File: config.mk
export PLATFORM = sky130hd
export DESIGN_NAME = fetch_queue
export DESIGN_NICKNAME = d
export VERILOG_FILES = /design/src/rtl/fetch_queue.sv
export SDC_FILE = /design/constraint.sdc
export NUM_CORES = 1
export LEC_CHECK = 0
export BUFFER_PORTS_ARGS = -buffer_cell sky130_fd_sc_hd__buf_2
export CORE_UTILIZATION = 60
export CTS_CLUSTER_DIAMETER = 120
export DETAILED_ROUTE_END_ITERATION = 16
export PLACE_DENSITY = 0.83
export SLEW_MARGIN = 20
export SYNTH_ARGS = -nofsm -noshare
export SYNTH_HDL_FRONTEND = slang
export SYNTH_SLANG_ARGS = --single-unit
File: constraint.sdc
create_clock -name clk -period 4.9 [get_ports clk]
set_input_delay 0.245 -clock clk [delete_from_list [all_inputs] [get_ports clk]]
set_output_delay 0.245 -clock clk [all_outputs]
set_load 0.1 [all_outputs]
File: src/rtl/fetch_queue.sv
// Fetch stage: sequential PC generator, imem request/response handshake and a
// DEPTH-entry in-order instruction queue with redirect flush. FETCH_PERF_CNT_EN adds perf counters.
module fetch_queue #(
   parameter int             N        = 64,
   parameter int             INSN_W   = 32,
   parameter int             DEPTH    = 4,
   parameter logic [N-1:0]   RESET_PC = '0
) (
   input  logic              clk,
   input  logic              reset,
   input  logic              redirect_F,
   input  logic [N-1:0]      PCBranch_F,
   output logic              imem_req_valid,
   input  logic              imem_req_ready,
   output logic [N-1:0]      imem_addr_F,
   input  logic              imem_rsp_valid,
   input  logic [INSN_W-1:0] imem_rsp_data,
   output logic              instr_valid_D,
   input  logic              instr_ready_D,
   output logic [INSN_W-1:0] instr_D,
   output logic [N-1:0]      pc_D
`ifdef FETCH_PERF_CNT_EN
   ,
   output logic [31:0]       perf_fetched,
   output logic [31:0]       perf_redirects
`endif
);

   localparam int            PW      = $clog2(DEPTH);
   localparam int            CW      = PW + 1;
   localparam logic [CW-1:0] DEPTH_C = CW'(DEPTH);
   localparam logic [N-1:0]  STEP    = N'(INSN_W / 8);

   logic [N-1:0]      pc_reg;
   logic [PW-1:0]     alloc_ptr_reg;
   logic [PW-1:0]     fill_ptr_reg;
   logic [PW-1:0]     head_ptr_reg;
   logic [CW-1:0]     count_reg;
   logic [CW-1:0]     inflight_reg;
   logic [CW-1:0]     stale_reg;
   logic [DEPTH-1:0]  filled_reg;
   logic [N-1:0]      entry_pc_reg   [DEPTH];
   logic [INSN_W-1:0] entry_insn_reg [DEPTH];

   logic              req_fire;
   logic              pop_fire;
   logic              fill_en;
   logic [CW-1:0]     count_next;
   logic [CW-1:0]     inflight_next;

   assign imem_req_valid = reset && !redirect_F && (count_reg < DEPTH_C) && (inflight_reg < DEPTH_C);
   assign imem_addr_F    = pc_reg;
   assign instr_valid_D  = !redirect_F && (count_reg != '0) && filled_reg[head_ptr_reg];
   assign instr_D        = (count_reg != '0) ? entry_insn_reg[head_ptr_reg] : '0;
   assign pc_D           = (count_reg != '0) ? entry_pc_reg[head_ptr_reg] : '0;

   // Both handshakes are already masked by redirect_F, so inflight_next is also the stale load value.
   always_comb begin
      req_fire      = imem_req_valid && imem_req_ready;
      pop_fire      = instr_valid_D && instr_ready_D;
      fill_en       = imem_rsp_valid && (stale_reg == '0);
      count_next    = count_reg + CW'(req_fire) - CW'(pop_fire);
      inflight_next = inflight_reg + CW'(req_fire) - CW'(imem_rsp_valid);
   end

   always_ff @(posedge clk) begin
      if (!reset) begin
         pc_reg        <= RESET_PC;
         alloc_ptr_reg <= '0;
         fill_ptr_reg  <= '0;
         head_ptr_reg  <= '0;
         count_reg     <= '0;
         inflight_reg  <= '0;
         stale_reg     <= '0;
         filled_reg    <= '0;
      end else begin
         inflight_reg <= inflight_next;
         if (redirect_F) begin
            pc_reg        <= PCBranch_F;
            alloc_ptr_reg <= '0;
            fill_ptr_reg  <= '0;
            head_ptr_reg  <= '0;
            count_reg     <= '0;
            filled_reg    <= '0;
            stale_reg     <= inflight_next;
         end else begin
            count_reg <= count_next;
            if (req_fire) begin
               pc_reg                    <= pc_reg + STEP;
               alloc_ptr_reg             <= alloc_ptr_reg + PW'(1);
               filled_reg[alloc_ptr_reg] <= 1'b0;
            end
            if (imem_rsp_valid) begin
               if (stale_reg != '0) begin
                  stale_reg <= stale_reg - CW'(1);
               end else begin
                  filled_reg[fill_ptr_reg] <= 1'b1;
                  fill_ptr_reg             <= fill_ptr_reg + PW'(1);
               end
            end
            if (pop_fire) begin
               head_ptr_reg <= head_ptr_reg + PW'(1);
            end
         end
      end
   end

   // Payload storage needs no reset: the head is only exposed while count is non-zero.
   always_ff @(posedge clk) begin
      if (req_fire) begin
         entry_pc_reg[alloc_ptr_reg] <= pc_reg;
      end
      if (fill_en) begin
         entry_insn_reg[fill_ptr_reg] <= imem_rsp_data;
      end
   end

`ifdef FETCH_PERF_CNT_EN
   logic [31:0] perf_fetched_reg;
   logic [31:0] perf_redirects_reg;

   always_ff @(posedge clk) begin
      if (!reset) begin
         perf_fetched_reg   <= '0;
         perf_redirects_reg <= '0;
      end else begin
         if (pop_fire) begin
            perf_fetched_reg <= perf_fetched_reg + 32'd1;
         end
         if (redirect_F) begin
            perf_redirects_reg <= perf_redirects_reg + 32'd1;
         end
      end
   end

   assign perf_fetched   = perf_fetched_reg;
   assign perf_redirects = perf_redirects_reg;
`endif

endmodule
==> impl_metrics.csv, run 1 <==
group,metric,value,unit
clocking,htreeDepth,2,
placed_design,port_buffers,263,
timing,period_needed,3.70,ns
yosys,syn-instance-count,1214,
yosys,synth_common_cells,"edfxtp_1, nor2b_1, mux4_2",
pwr,sequentialPowerShare,50.4,%
timing,setup_viol,0,
pwr,ir_drop,0.000395,V
pwr,cellPowerDensity,396,nW/um^2
floorplanning,die_w,181,microns
worst_setup_path,critPathTopFamily,"adder cells",
grt,gr-total-overflow,0,
worst_setup_path,crit_start,"count_reg[2]",
worst_setup_path,cp_cell_sequence,"or3b_1 > nor2_1 > buf_4 > inv_1 > ha_1 > inv_1 > ha_1 > fa_1 > xor2_1 > xnor2_1 > nor2_1 > a211oi_1",
timing,final.setup.tns,0,ns
worst_setup_path,r2r_slack,1.20,ns
placed_design,gp_congestion,0.839,
job,maxCapViolCount,0,
timing,tightestPinTransition,0.951,ns
clocking,cts-root-buf,"clkbuf_16",
worst_setup_path,slowest_delay,0.66,ns
worst_hold_path,min_path_type,"in2reg",
detailed_routing,firstDrtPassIters,6,
yosys,syn_area_per_cell,15.8,sq um
clocking,insertion_delay,0.55,ns
run_status,failed_checks,"hold timing",
timing,slew_violations,0,
detailed_routing,drc,0,
finish,fin_area,23200,sq um
clocking,numCtsBuffers,46,
worst_setup_path,r2r-end,"stale_reg[2]",
worst_hold_path,min_to,"imem_addr_F[28]",
worst_setup_path,worst-path-stages,12,
yosys,yosysWarnings,0,
yosys,yosysMostFrequentCell,"edfxtp_1",
yosys,netlist_area,19200,sq um
timing,fmax,271,MHz
worst_setup_path,required,5.34,ns
clocking,clock_sinks,469,
timing,final-hold-violation-count,1,
pwr,swShare,25.3,%
placed_design,place_area,21000,sq um
worst_setup_path,worstSetupPathType,"reg2reg",
placed_design,pre_cts_ws,1.28,ns
grt,grt_pass1_wl,71100,microns
pwr,combPwrFrac,10.9,%
run_status,outcome,"finished with violations",
worst_setup_path,cp-start-kind,"register",
worst_hold_path,hp-start,"PCBranch_F[28]",
worst_setup_path,slowest_stage,"or3b_1",
timing,finalWorstSetupSlack,1.20,ns
finish,largest_reg_flops,256,
yosys,ys_ff_latch,469,
floorplanning,initial_core_util,60.9,%
yosys,ys_types,49,
finish,fin_nets,1666,
timing,finalHoldWorstSlack,-0.00593,ns
timing,max_slew_margin,36.6,%
pwr,power.internal,6.85,mW
detailed_routing,vias_per_cell,6.07,
yosys,synthFlopType,"edfxtp_1",
floorplanning,rows,65,
clocking,max-clock-path-buffers,3,
detailed_routing,wl_per_cell,23.4,microns
yosys,async_reset_ff_share,0,%
floorplanning,pin_count,264,
worst_setup_path,crit_buf_inv,3,
floorplanning,core-area,31600,sq um
timing,period_share,75.4,%
worst_setup_path,cp.arrival,4.14,ns
placed_design,place_hpwl,27900,microns
detailed_routing,drtAntennaViolNets,0,
worst_hold_path,holdPathStages,3,
yosys,synth_edf_count,384,
timing,grt_setup_unrepaired,"false",
worst_setup_path,rr_worst_depth,12,
timing,finClkSkew,0.0124,ns
grt,first_global_vias,12399,
yosys,ys_seq_area_share,68.9,%
grt,antenna_found_initial,5,
clocking,path_clk_slew,0.06,ns
pwr,p_leak,8.11,nW
worst_setup_path,end_kind,"register",
yosys,synth_nets,1333,
pwr,p_clk_share,38.7,%
finish,drive_gt1_share,29.7,%
worst_setup_path,r2r-start,"count_reg[2]",
grt,grt_util_all_layers,28.8,%
finish,syn_to_final_growth,20.5,%
detailed_routing,drtIter0Drc,1056,
yosys,synth.top_cell.area_share,60.0,%
finish,instances_no_fill,1991,
detailed_routing,dr_total_vias,12087,
clocking,cts_tree,"built",
pwr,p_sw,2.32,mW
grt,grt_max_degree,66,
clocking,cts_resized,0,
worst_setup_path,crit_fanout,26,
floorplanning,dieArea,32700,sq um
placed_design,place_inst,1838,
yosys,yosys-top-cells-area,"edfxtp_1, mux4_2, dfxtp_1, nor2b_1, xnor2_1",
yosys,yosysTopAreaCell,"edfxtp_1",
detailed_routing,routed_wl,46500,microns
floorplanning,die_h,181,microns
through the flow:
step | utilization, % | total power [mW]
floorplan | - | 5.38
global placement | 66.5 | 5.61
detailed placement | 66.5 | 5.64
CTS | 73.3 | 9.18
global route | 73.4 | 9.42
finish | 73.4 | 9.17
power by group through the flow:
stage	combinational [mW]	sequential (mW)	clock, mW
2_1_floorplan	0.473	4.90	0
3_3_place_gp	0.929	4.68	0
3_5_place_dp	0.948	4.69	0
4_1_cts	0.996	4.61	3.58
5_1_grt	1.05	4.63	3.74
6_report	1.00	4.62	3.55
worst max path at each step:
| stage | slack, ns | to |
|---|---|---|
| 2_1_floorplan | 0.39 | count_reg[2] |
| 3_3_place_gp | 1.53 | stale_reg[2] |
| 3_5_place_dp | 1.28 | stale_reg[2] |
| 4_1_cts | 1.24 | stale_reg[2] |
| 5_1_grt | 0.98 | stale_reg[2] |
| 6_report | 1.20 | stale_reg[2] |
layer usage:
| metal | GRT usage [%] | routed length, microns | vias to the layer above |
|---|---|---|---|
| li1 | - | - | 5362 |
| met1 | 37.1 | 17700 | 5953 |
| met2 | 47.8 | 23100 | 659 |
| met3 | 5.26 | 3740 | 113 |
| met4 | 13.8 | 1990 | 0 |
| met5 | 0 | 0 | - |
area by class of cell:
type | instances | area (sq um)
flip-flops and latches | 469 | 13200
fillers | 1907 | 8400
multi-input cells | 658 | 5640
repair buffers | 349 | 2140
clock buffers | 62 | 1270
well taps | 402 | 503
clock inverters | 23 | 255
inverters | 23 | 86.3
diodes | 5 | 12.5
kinds of logic after synthesis:
family / synth area share [%]
adder cells (fa/ha/maj): 1.19
multiplexers: 11.9
buffers and inverters: 1.79
AND/OR/NAND/NOR: 10.2
AO/OA/AOI/OAI: 3.84
XOR/XNOR: 2.19
flip-flops: 68.9
worst min-delay path: cells and delay by family:
| kind | cells | cell delay [ns] |
|---|---|---|
| AO/OA/AOI/OAI | 2 | 0.17 |
| buffers and inverters | 1 | 0.08 |
layout by cell type, fill, tap and decap left out, types with 13 or more instances in the layout:
cell	n
clkbuf_16	46
edfxtp_1	384
nand4_1	24
nor4_1	16
buf_4	21
nand2_1	48
nor2_1	62
a21oi_1	58
dfxtp_1	83
and2_1	16
mux4_2	97
ha_1	15
buf_2	263
xor2_1	13
xnor2_1	35
o21ai_0	26
dlygate4sd3_1	63
nor2b_1	98
nor3_1	19
inv_1	17
nand3_1	33
timing repair:
action                    4_1_cts  5_1_grt
hold endpoints to repair      159        0
hold buffers                   63        0
setup buffers                   0        0
Power figures use the tool's default switching activity.
==> inputs of run 2 (changes only) <==
--- a/config.mk
+++ b/config.mk
@@ -5,11 +5,12 @@
 export SDC_FILE = /design/constraint.sdc
 export NUM_CORES = 1
 export LEC_CHECK = 0
+export ABC_AREA = 1
 export BUFFER_PORTS_ARGS = -buffer_cell sky130_fd_sc_hd__buf_2
-export CORE_UTILIZATION = 60
+export CORE_UTILIZATION = 52
 export CTS_CLUSTER_DIAMETER = 120
 export DETAILED_ROUTE_END_ITERATION = 16
-export PLACE_DENSITY = 0.83
+export PLACE_DENSITY = 0.76
 export SLEW_MARGIN = 20
 export SYNTH_ARGS = -nofsm -noshare
 export SYNTH_HDL_FRONTEND = slang
==> constraint.sdc (replaced) <==
create_clock -name clk -period 3.32 [get_ports clk]
set_input_delay 0.166 -clock clk [delete_from_list [all_inputs] [get_ports clk]]
set_output_delay 0.166 -clock clk [all_outputs]
set_load 0.1 [all_outputs]
==> run 2 against run 1 <==
The flow now finishes without violations. Cell count increased by 51%. Utilization decreased by 6.7 points. Clock power increased by 48%. Synthesized cell count increased by 75%. Critical path type is now reg2out.
==> impl_metrics.csv, run 2 <==
group,metric,value,unit
yosys,synthFlopType,"edfxtp_1",
floorplanning,rows,72,
timing,period_share,88.9,%
worst_hold_path,min_path_type,"in2reg",
pwr,p_leak,9.78,nW
clocking,cts_setup_buffers,0,
worst_setup_path,cp_cell_sequence,"clkinv_2 > buf_4 > nor2_1 > o21ai_0 > a21oi_1 > buf_2",
grt,gr-total-overflow,0,
job,maxCapViolCount,0,
grt,first_global_vias,16284,
timing,fmax,339,MHz
yosys,netlist_area,20700,sq um
timing,period_needed,2.95,ns
yosys,synth_edf_count,384,
grt,grt_max_degree,85,
clocking,cts_tree,"built",
timing,final.setup.tns,0,ns
worst_setup_path,end_kind,"output pin",
yosys,synth.top_cell.area_share,55.8,%
detailed_routing,vias_per_cell,5.57,
finish,nFillCells,2938,
clocking,htreeDepth,2,
detailed_routing,firstDrtPassIters,5,
worst_setup_path,cp.arrival,2.79,ns
timing,grt_setup_unrepaired,"false",
detailed_routing,drtIter0Drc,1770,
grt,grt_util_all_layers,29.3,%
yosys,ys_types,38,
floorplanning,initial_core_util,53.1,%
floorplanning,die_h,201,microns
finish,final_cell_mix,"nor2_1, edfxtp_1, nand2_1",
clocking,cts-root-buf,"clkbuf_16",
timing,tightestPinTransition,0.892,ns
grt,antenna_found_initial,0,
worst_setup_path,crit_fanout,69,
detailed_routing,wl_per_cell,20.0,microns
worst_setup_path,slowest_stage,"dfxtp_4",
clocking,clock_sinks,469,
worst_setup_path,worst-path-stages,6,
clocking,hold_buffers,85,
timing,setup_viol,0,
pwr,power,13.6,mW
placed_design,place_hpwl,39300,microns
yosys,yosys-top-cells-area,"edfxtp_1, nor2_1, dfxtp_1, o21ai_0, nand2_1",
pwr,cellPowerDensity,525,nW/um^2
floorplanning,die_w,201,microns
floorplanning,pin_count,264,
worst_setup_path,crit_buf_inv,3,
placed_design,gp_congestion,0.919,
yosys,synth_common_cells,"nor2_1, edfxtp_1, nand2_1",
yosys,ys_seq_area_share,64.0,%
yosys,yosysTopAreaCell,"edfxtp_1",
detailed_routing,routed_wl,60000,microns
finish,layout_commonest_cell,"nor2_1",
placed_design,port_buffers,263,
finish,drive_gt1_share,16.5,%
finish,utilization,66.6,%
finish,largest_reg_flops,256,
finish,syn_to_final_growth,25.5,%
timing,finClkSkew,0.0251,ns
clocking,insertion_delay,0.58,ns
worst_setup_path,slowest_delay,0.63,ns
clocking,numCtsBuffers,46,
worst_hold_path,holdPathStages,5,
worst_setup_path,cp-start-kind,"register",
finish,n_antenna_cell,0,
worst_setup_path,worstSetupPathType,"reg2out",
timing,final-hold-violation-count,0,
floorplanning,dieArea,40500,sq um
worst_setup_path,rr_worst_depth,14,
run_status,outcome,"complete, no violations",
pwr,ir_drop,0.000368,V
detailed_routing,dr_total_vias,16756,
yosys,async_reset_ff_share,0,%
clocking,cts_resized,0,
clocking,max-clock-path-buffers,3,
worst_setup_path,critPathTopFamily,"buffers and inverters",
yosys,ys_ff_latch,469,
grt,grt_pass1_wl,91900,microns
detailed_routing,drtAntennaViolNets,0,
timing,max_slew_margin,40.6,%
worst_setup_path,required,3.15,ns
finish,fin_nets,2572,
yosys,syn_area_per_cell,9.70,sq um
timing,slew_violations,0,
floorplanning,core-area,38900,sq um
detailed_routing,drc,0,
clocking,path_clk_slew,0.06,ns
yosys,yosysMostFrequentCell,"nor2_1",
yosys,synth_nets,2249,
yosys,syn-instance-count,2130,
yosys,yosysWarnings,0,
-- run 2: cell types whose count changed after synthesis, sizes merged, moves of 26 or more --
cell / previous run / this run
a21oi: 58 / 164
o21ai: 26 / 282
mux4: 97 / 0
xnor2: 35 / 9
nor2: 62 / 519
nand2: 48 / 304
nor2b: 98 / 0
inv: 23 / 157
-- run 2: logic make-up (layout without fill, tap and decap cells) --
group | Yosys count | count (layout) | share of synthesized area (%)
AO/OA/AOI/OAI | 464 | 464 | 11.4
AND/OR/NAND/NOR | 899 | 899 | 17.6
adder cells (fa/ha/maj) | 17 | 17 | 1.10
buffers and inverters | 263 | 623 | 5.08
XOR/XNOR | 18 | 18 | 0.763
flip-flops | 469 | 469 | 64.0
-- run 2: final timing paths --
check | from | to | slack, ns
setup / recovery | register | pc_D[63] | 0.37
hold / removal | PCBranch_F[58] | imem_addr_F[58] | 0.01
setup reg to reg | count_reg[2] | count_reg[2] | 0.80
hold reg to reg | filled_reg[2] | filled_reg[2] | 0.50
-- run 2: area by class of cell --
| type | count | area (sq um) | share of cell area, % |
|---|---|---|---|
| clock buffer | 60 | 1250 | 4.84 |
| clock inverter | 25 | 267 | 1.03 |
| inverter | 160 | 611 | 2.35 |
| multi-input combinational | 1398 | 6410 | 24.7 |
| sequential | 469 | 13200 | 51.0 |
| tap | 518 | 648 | 2.50 |
| timing repair buffer | 378 | 3500 | 13.5 |
-- run 2: worst register-to-register path: stages, from the launching register on --
cell     delay (ns)
dfxtp_1        0.43
inv_1          0.06
nand2_1        0.10
nand2_1        0.07
nor2_2         0.12
nand2_1        0.09
inv_1          0.10
ha_1           0.24
inv_1          0.06
ha_1           0.13
inv_1          0.05
fa_1           0.39
xnor2_1        0.16
or2_2          0.28
a21oi_1        0.16
-- run 2: per-layer routing --
layer	up-vias	part of all wire [%]	track usage (%)
li1	7825	-	-
met1	8082	40	39.0
met2	733	49	48.7
met3	116	7.9	4.68
met4	0	3.1	10.5
met5	-	0	0
-- run 2: power by group --
group / total, mW / switching (mW) / leakage [nW] / internal (mW)
Sequential: 6.79 / 0.207 / 4.22 / 6.59
Clock: 5.27 / 2.20 / 0.753 / 3.07
Combinational: 1.54 / 1.14 / 4.80 / 0.401
-- run 2: metrics by stage --
step                      cells  setup WS (ns)  cell area, sq um  hold slack (ns)
after detailed placement   2838          0.750             23600            0.382
after CTS                  3008          0.348             25900          0.00388
after global routing       3008          0.179             25900           0.0431
after floorplan            2130         -0.543             20700            0.265
final                      3008          0.369             25900           0.0149
after global placement     2838          0.929             23600            0.374
